--- src/rtl/pipeline_hazard_ctrl.sv ---
// Hazard and sequencing controller for a 5-stage MIPS pipeline: load-use/branch-operand
// stalls, branch/jump flushes, data-memory wait states, and stall/flush performance counters.
//
//    state   | meaning
//    --------+----------------------------------------------------------------
//    INIT    | post-reset drain: PC held, IF/ID and ID/EX flushed
//    RUN     | normal issue; hazard stalls and redirect flushes resolved here
//    MEM_WAIT| whole pipeline frozen until dmem_ready or the wait limit expires
module pipeline_hazard_ctrl #(
   parameter int INIT_CYCLES = 4,
   parameter int TIMEOUT     = 255,
   parameter int CW          = 16
) (
   input  logic          clk,
   input  logic          reset,
   input  logic [4:0]    Rs_ID,
   input  logic [4:0]    Rt_ID,
   input  logic          use_rs_ID,
   input  logic          use_rt_ID,
   input  logic          branch_ID,
   input  logic          branch_taken_ID,
   input  logic          jump_ID,
   input  logic          data_read_EX,
   input  logic          reg_write_EX,
   input  logic [4:0]    Write_regnum_EX,
   input  logic          data_read_MEM,
   input  logic [4:0]    Write_regnum_MEM,
   input  logic          mem_req_MEM,
   input  logic          dmem_ready,
   output logic          PC_write_en,
   output logic          IF_ID_write_en,
   output logic          IF_ID_flush,
   output logic          stall_flush,
   output logic          ID_EX_write_en,
   output logic          EX_MEM_write_en,
   output logic          MEM_WB_write_en,
   output logic [1:0]    pipe_state,
   output logic [CW-1:0] stall_cycles,
   output logic [CW-1:0] flush_count,
   output logic          mem_timeout
);
   typedef enum logic [1:0] {
      ST_INIT = 2'd0,
      ST_RUN  = 2'd1,
      ST_WAIT = 2'd2
   } state_t;

   localparam int            IW        = (INIT_CYCLES > 1) ? $clog2(INIT_CYCLES) : 1;
   localparam logic [IW-1:0] INIT_LAST = IW'(INIT_CYCLES - 1);
   localparam logic [7:0]    WAIT_LAST = 8'(TIMEOUT - 1);
   localparam logic [CW-1:0] CNT_MAX   = '1;

   state_t          state_q, state_d;
   logic [IW-1:0]   init_cnt_q, init_cnt_d;
   logic [7:0]      wait_cnt_q, wait_cnt_d;
   logic [CW-1:0]   stall_q, stall_d;
   logic [CW-1:0]   flush_q, flush_d;
   logic            timeout_q, timeout_d;

   function automatic logic reads_reg(input logic [4:0] r, input logic [4:0] rs,
                                      input logic [4:0] rt, input logic urs, input logic urt);
      return (r != 5'd0) && ((urs && (rs == r)) || (urt && (rt == r)));
   endfunction

   logic hz_load_use, hz_alu_br, hz_load_br, hazard, redirect, mem_stall;

   assign hz_load_use = data_read_EX &
                        reads_reg(Write_regnum_EX, Rs_ID, Rt_ID, use_rs_ID, use_rt_ID);
   assign hz_alu_br   = branch_ID & reg_write_EX & ~data_read_EX &
                        reads_reg(Write_regnum_EX, Rs_ID, Rt_ID, use_rs_ID, use_rt_ID);
   assign hz_load_br  = branch_ID & data_read_MEM &
                        reads_reg(Write_regnum_MEM, Rs_ID, Rt_ID, use_rs_ID, use_rt_ID);
   assign hazard      = hz_load_use | hz_alu_br | hz_load_br;
   assign redirect    = branch_taken_ID | jump_ID;
   assign mem_stall   = mem_req_MEM & ~dmem_ready;

   always_comb begin
      PC_write_en     = 1'b1;
      IF_ID_write_en  = 1'b1;
      IF_ID_flush     = 1'b0;
      stall_flush     = 1'b0;
      ID_EX_write_en  = 1'b1;
      EX_MEM_write_en = 1'b1;
      MEM_WB_write_en = 1'b1;
      state_d         = state_q;
      init_cnt_d      = init_cnt_q;
      wait_cnt_d      = wait_cnt_q;
      timeout_d       = timeout_q;

      case (state_q)
         ST_INIT: begin
            PC_write_en = 1'b0;
            IF_ID_flush = 1'b1;
            stall_flush = 1'b1;
            if (init_cnt_q == INIT_LAST) state_d = ST_RUN;
            else                         init_cnt_d = init_cnt_q + IW'(1);
         end
         ST_RUN, ST_WAIT: begin
            if ((state_q == ST_WAIT && !dmem_ready) || (state_q == ST_RUN && mem_stall)) begin
               PC_write_en     = 1'b0;
               IF_ID_write_en  = 1'b0;
               ID_EX_write_en  = 1'b0;
               EX_MEM_write_en = 1'b0;
               MEM_WB_write_en = 1'b0;
               if (state_q == ST_RUN) begin
                  state_d    = ST_WAIT;
                  wait_cnt_d = '0;
               end else if (wait_cnt_q == WAIT_LAST) begin
                  timeout_d = 1'b1;
                  state_d   = ST_RUN;
               end else begin
                  wait_cnt_d = wait_cnt_q + 8'd1;
               end
            end else begin
               // A stalled branch is re-evaluated next cycle, so its redirect is dropped now.
               state_d = ST_RUN;
               if (hazard) begin
                  PC_write_en    = 1'b0;
                  IF_ID_write_en = 1'b0;
                  stall_flush    = 1'b1;
               end else if (redirect) begin
                  IF_ID_flush = 1'b1;
               end
            end
         end
         default: state_d = ST_INIT;
      endcase

      stall_d = stall_q;
      flush_d = flush_q;
      if (state_q != ST_INIT && !PC_write_en && stall_q != CNT_MAX) stall_d = stall_q + CW'(1);
      if (state_q != ST_INIT && IF_ID_flush && flush_q != CNT_MAX)  flush_d = flush_q + CW'(1);
   end

   always_ff @(posedge clk) begin
      if (reset) begin
         state_q    <= ST_INIT;
         init_cnt_q <= '0;
         wait_cnt_q <= '0;
         stall_q    <= '0;
         flush_q    <= '0;
         timeout_q  <= 1'b0;
      end else begin
         state_q    <= state_d;
         init_cnt_q <= init_cnt_d;
         wait_cnt_q <= wait_cnt_d;
         stall_q    <= stall_d;
         flush_q    <= flush_d;
         timeout_q  <= timeout_d;
      end
   end

   assign pipe_state   = state_q;
   assign stall_cycles = stall_q;
   assign flush_count  = flush_q;
   assign mem_timeout  = timeout_q;
endmodule

--- config.mk ---
export PLATFORM = sky130hd
export DESIGN_NAME = pipeline_hazard_ctrl
export DESIGN_NICKNAME = d
export VERILOG_FILES = /design/src/rtl/pipeline_hazard_ctrl.sv
export SDC_FILE = /design/constraint.sdc
export NUM_CORES = 1
export LEC_CHECK = 0
export CAP_MARGIN = 20
export CORE_ASPECT_RATIO = 1.75
export CORE_UTILIZATION = 49
export DETAILED_ROUTE_END_ITERATION = 7
export PLACE_DENSITY = 0.8
export SYNTH_ARGS = -nofsm -noshare
export SYNTH_HDL_FRONTEND = slang
export SYNTH_SLANG_ARGS = --single-unit
export TNS_END_PERCENT = 5
--- constraint.sdc ---
create_clock -name clk -period 3.5 [get_ports clk]
set_clock_uncertainty 0.2 [all_clocks]
set_input_delay 0.525 -clock clk [delete_from_list [all_inputs] [get_ports clk]]
set_output_delay 0.525 -clock clk [all_outputs]
set_load 0.02 [all_outputs]
==> results.tsv, run 1 <==
stage	metric	value	unit
run_status	status	finished clean	
final_layout	final_cell_mix	clkdlybuf4s50_1, dfxtp_1, a21oi_1, nor2_1, nand3_1	
final_layout	drive_gt1_share	10.77	%
clocking	clkLatencyLatePin	0.32	ns
routing	firstDrtPassIters	4	
clocking	cts.htree.levels	2	
run	cap_violations	0	
global_routing	grt_pass1_vias	2763	
synth	syn-num-nets	379	
routing	viasPerCell	5.779	
clocking	cts_buffer_depth	2	
routing	drtIter0Drc	70	
final_layout	fill_cells	488	
clocking	cts-buffers-inserted	5	
routing	ant_nets	0	
pwr	ir_worst_vdd	0.0002757	V
synth	syn-mean-instance-area	8.344	um2
routing	wire_per_inst	15.17	um
placement	dp_hpwl	5.550	mm
worst_setup_path	r2r_start	pipe_state[1]$_SDFFE_PP0P_	
placement	dp_worst_setup_slack	-0.1495	ns
floorplanning	dieWidth	59.35	um
floorplanning	placeableCoreArea	5540	um2
worst_setup_path	crit_required	2.77	ns
floorplanning	die_area	6075	um2
routing	wl	7.494	mm
pwr	total_power	0.001252	W
timing	hold_viol	0	
final_layout	stdcell_count	494	
floorplanning	initial_utilization	50.90	%
worst_setup_path	start_kind	input port	
placement	gp_congestion	0.7992	
synth	yosysTopAreaCellShare	31.94	%
final_layout	final_common_cell	clkdlybuf4s50_1	
worst_setup_path	rr_endpoint	flush_count[15]$_SDFFE_PP0P_	
timing	setup_viol	0	
routing	drc_errors	0	
final_layout	antenna_cells	0	
timing	worstMarginPinSlew	0.8053	ns
worst_setup_path	cp_slowest_stage_delay	0.47	ns
synth	yosysTopAreaCell	dfxtp_1	
worst_setup_path	r2r.worst_path.cells	8	
final_layout	nets	458	
synth	seq_area_frac_synth	31.94	%
floorplanning	die_h	102.4	um
synth	synth-edff-count	0	
clocking	cts_tree	done	
worst_hold_path	holdCritPathClass	reg2reg	
final_layout	area_growth_syn_to_layout	34.43	%
placement	port_buffers	73	
global_routing	grt_max_degree	50	
worst_setup_path	critPathSlowestCell	clkdlybuf4s50_1	
pwr	p_leak	1.296	nW
timing	rsz0062_at_grt	no	
routing	via_count	2855	
worst_setup_path	crit_arrival	2.66	ns
worst_setup_path	end_kind	output pin	
global_routing	globalRouteTotalUtil	25.78	%
worst_setup_path	path_class	in2out	
worst_hold_path	hold_path_depth	2	
clocking	clkTransAtPathRegs	0.09	ns
synth	synthFlopType	dfxtp_1	
floorplanning	io_pins	74	
synth	ys_ff_latch	45	
pwr	powerDensity	330.2	nW/um2
clocking	clock_sinks	45	
synth	syn-cell-area	2820	um2
synth	ys_types	52	
timing	period_minus_slack	3.389	ns
global_routing	grt_overflow	0	
timing	slew_headroom	46.32	%
synth	yosysWarnings	0	
clocking	cts_root_buffer	clkbuf_8	
synth	netlist_instances	338	
timing	fin_crit_sh	96.83	%
timing	worst_slack	0.1110	ns
synth	ys_async_sr_fraction	0	%
timing	clock.fmax	0.2951	GHz
worst_setup_path	critPathMaxFanout	4	
worst_hold_path	hold-path-endpoint	init_cnt_q[1]$_SDFFE_PP0P_	
global_routing	antenna_found_initial	0	
worst_hold_path	hp-start	init_cnt_q[1]$_SDFFE_PP0P_	
timing	drv_slew	0	
floorplanning	std_cell_rows	36	
synth	yosys-top-cells-area	dfxtp_1, a21oi_1, xnor2_1	
worst_setup_path	crit_path_cell_trace	clkdlybuf4s50_1, xor2_1, nor4_2, a32oi_2, buf_4, o221ai_1, nand2_1, a21boi_0, dlygate4sd2_1	
worst_setup_path	rrSetupSlack	0.56	ns
global_routing	grt_pass1_wl	12.10	mm
placement	dp_cells	486	
-- where the power goes --
group	total (W)	switching, W	internal [W]
Combinational	0.000369	0.000207	0.000162
Sequential	0.000545	0.0000154	0.000530
Clock	0.000337	0.000196	0.000142
Total	0.00125	0.000418	0.000833
-- cells by family (layout without fill, tap and decap cells) --
family | Yosys count | after routing | synth area share (%)
XOR/XNOR | 27 | 27 | 8.385
AND/OR/NAND/NOR | 135 | 135 | 27.15
AO/OA/AOI/OAI | 80 | 80 | 19.65
adder cells (fa/ha/maj) | 9 | 9 | 3.993
multiplexers | 10 | 10 | 3.949
flip-flops | 45 | 45 | 31.94
buffers and inverters | 32 | 112 | 4.924
-- per-stage QoR --
step	setup TNS (ns)	hold WS [ns]	cell area [um2]	util [%]
after floorplan	0	0.2574	2820	-
after global placement	-0.2796	0.2581	3691	66.62
after detailed placement	-0.5134	0.2714	3691	66.62
after CTS	-0.1307	0.2848	3782	68.27
after global routing	0	0.3111	3791	68.43
final	0	0.2880	3791	68.43
-- per-layer routing --
metal / vias to the layer above / track usage [%] / part of all wire, %
met2: 84 / 47.62 / 52
met4: 0 / 11.72 / 2.8
met5: - / 0 / 0
met1: 1335 / 27.07 / 40
met3: 15 / 5.063 / 5.3
li1: 1421 / - / -
-- registers in the layout, indices dropped and copies added, names as in the netlist --
signal,cells
stall_cycles,16
mem_timeout,1
flush_count,16
wait_cnt_q,8
pipe_state,2
init_cnt_q,2
-- worst max-delay path by stage --
stage                       startpoint          end  slack [ns]  cells after the start
floorplan           Write_regnum_EX[1]  PC_write_en        0.48                      5
global placement    Write_regnum_EX[1]  IF_ID_flush       -0.10                      8
detailed placement  Write_regnum_EX[0]  IF_ID_flush       -0.15                      9
CTS                 Write_regnum_EX[4]  stall_flush       -0.13                      8
global route        Write_regnum_EX[4]  PC_write_en       0.008                      9
finish              Write_regnum_EX[4]  PC_write_en        0.11                      9
-- timing repair --
item                       CTS  global route
gates resized for setup      4             2
buffers inserted             0             0
hold buffers                 0             0
setup endpoints to repair    4             2
-- Yosys cell counts, drive strengths merged, types with 2 or more instances --
library cell and count:
and4 8, ha 9, a21o 2, nor2 26, xnor2 14, xor2 13, o22ai 3, clkbuf 11
nand3 21, a211oi 2, nand4 11, nand2 11, nor4 6, and2 5, o2111ai 3, inv 12
a41o 4, a21oi 31, mux2 9, nor3 7, buf 8, nor2b 10, nand2b 3, or4 15
o31ai 14, or3 6, o21ai 7, dfxtp 45, o221ai 2, and3 4
-- worst max-delay path: cells and delay by family --
kind | cells | cell delay [ns]
buf+inv | 3 | 0.98
xor+xnor | 1 | 0.20
compound gates | 3 | 0.54
simple gates | 2 | 0.41
-- layout make-up --
cell class	count	area [um2]	area share (%)
tap	76	95.09	2.508
clock inverter	3	21.27	0.5611
timing repair buffer	91	863.3	22.77
multi-input combinational	261	1793	47.29
clock buffer	5	68.82	1.815
inverter	13	48.80	1.287
sequential	45	900.9	23.76
Note: power is estimated with default switching activity, not from simulation.
==> run 2: changes to the inputs <==
- CORE_UTILIZATION: 49 -> 50
- PLACE_DENSITY: 0.8 -> 0.82
- clock period: 3.5 -> 4.3 ns (I/O delays scaled with it)
==> results.tsv, run 2 (same netlist as run 1, synthesis figures left out) <==
stage	metric	value	unit
global_routing	globalRouteTotalUtil	24.75	%
routing	top_layer	met4	
global_routing	grt_overflow	0	
timing	drv_slew	0	
pwr	p_leak	1.231	nW
clocking	clock_sinks	45	
final_layout	final_cell_mix	clkdlybuf4s50_1, dfxtp_1, a21oi_1, nor2_1, nand3_1	
floorplanning	io_pins	74	
placement	dp_worst_setup_slack	0.3953	ns
run_status	status	finished clean	
routing	met1Wirelength	2.872	mm
routing	drc_errors	0	
routing	drtIter0Drc	69	
clocking	cts_root_buffer	clkbuf_8	
floorplanning	placeableCoreArea	5343	um2
worst_setup_path	start_kind	input port	
worst_setup_path	end_kind	output pin	
routing	viasPerCell	5.925	
clocking	cts-buffers-inserted	5	
final_layout	fin_area	3691	um2
global_routing	grt_pass1_wl	11.44	mm
placement	port_buffers	73	
timing	setup_tns	0	ns
clocking	cts_tree	done	
routing	wl	7.316	mm
routing	via_count	2826	
clocking	cts_setup_buffers	0	
final_layout	area_growth_syn_to_layout	30.88	%
final_layout	nets	443	
worst_hold_path	holdCritPathClass	reg2reg	
clocking	clkTransAtPathRegs	0.09	ns
placement	dp_hpwl	5.316	mm
clocking	clkLatencyLatePin	0.31	ns
worst_setup_path	crit_required	3.45	ns
final_layout	antenna_cells	0	
timing	slew_headroom	45.26	%
final_layout	finalCoreUtilization	69.09	%
worst_setup_path	crit_arrival	3.06	ns
clocking	cts_buffer_depth	2	
global_routing	antenna_found_initial	0	
global_routing	grt_pass1_vias	2578	
timing	period_minus_slack	3.906	ns
worst_setup_path	critPathMaxFanout	5	
floorplanning	initial_utilization	52.79	%
routing	wire_per_inst	15.34	um
placement	place_area	3576	um2
routing	dr_wl_met3	425	um
floorplanning	die_area	5956	um2
floorplanning	std_cell_rows	35	
routing	dr_wl_met2	3.867	mm
routing	firstDrtPassIters	4	
final_layout	drive_gt1_share	6.700	%
timing	worstMarginPinSlew	0.8212	ns
worst_setup_path	rrSetupSlack	1.32	ns
timing	clock.fmax	0.2560	GHz
run	cap_violations	0	
floorplanning	dieWidth	58.77	um
timing	rsz0062_at_grt	no	
timing	fin_crit_sh	90.85	%
clocking	cts-resized-gates	0	
timing	setup_viol	0	
timing	whs	0.2895	ns
timing	hold_viol	0	
timing	worst_slack	0.3935	ns
clocking	cts_hold_buf	0	
worst_setup_path	path_class	in2out	
placement	gp_congestion	0.8098	
global_routing	grt_max_degree	50	
pwr	ir_worst_vdd	0.0003026	V
routing	ant_nets	0	
pwr	powerDensity	291.8	nW/um2
floorplanning	die_h	101.4	um
clocking	cts.htree.levels	2	
final_layout	final_common_cell	clkdlybuf4s50_1	
## run 2: area by class of cell
class	count	area (um2)
multi-input cells	261	1780
well taps	74	92.59
repair buffers	76	753.2
fillers	461	1652
clock buffers	5	68.82
flip-flops and latches	45	900.9
clock inverters	3	46.29
inverters	13	48.80
## run 2: power by group
group	leakage [nW]	internal, W	switching [W]	total, W
sequential	0.363	0.000431	0.0000121	0.000443
clock	0.0543	0.000174	0.000158	0.000332
combinational	0.813	0.000132	0.000170	0.000302
total	1.23	0.000737	0.000340	0.00108
## run 2: final timing paths
path	startpoint	cells after the start	endpoint
max	Write_regnum_EX[1]	8	stall_flush
min	mem_timeout$_SDFFE_PP0P_	2	mem_timeout$_SDFFE_PP0P_
max reg2reg	pipe_state[1]$_SDFFE_PP0P_	8	flush_count[15]$_SDFFE_PP0P_
min reg2reg	mem_timeout$_SDFFE_PP0P_	2	mem_timeout$_SDFFE_PP0P_
## run 2: stage by stage
step / total power [W] / std cells
floorplan: 0.0006370 / 338
global placement: 0.0007415 / 469
detailed placement: 0.0007508 / 469
CTS: 0.001078 / 477
global route: 0.001124 / 477
finish: 0.001077 / 477
## run 2: critical path, cell delays in order
cell and delay (ns):
clkdlybuf4s50_1 0.48, xor2_1 0.20, nor4_2 0.28, a32oi_2 0.21, o22ai_1 0.34, nand3_1 0.12
a21oi_1 0.16, clkdlybuf4s50_1 0.62
## run 2: metal layers
metal,vias up,track usage (%)
li1,1398,-
met1,1340,26.87
met2,76,44.32
met3,12,5.109
met4,0,12.09
met5,-,0
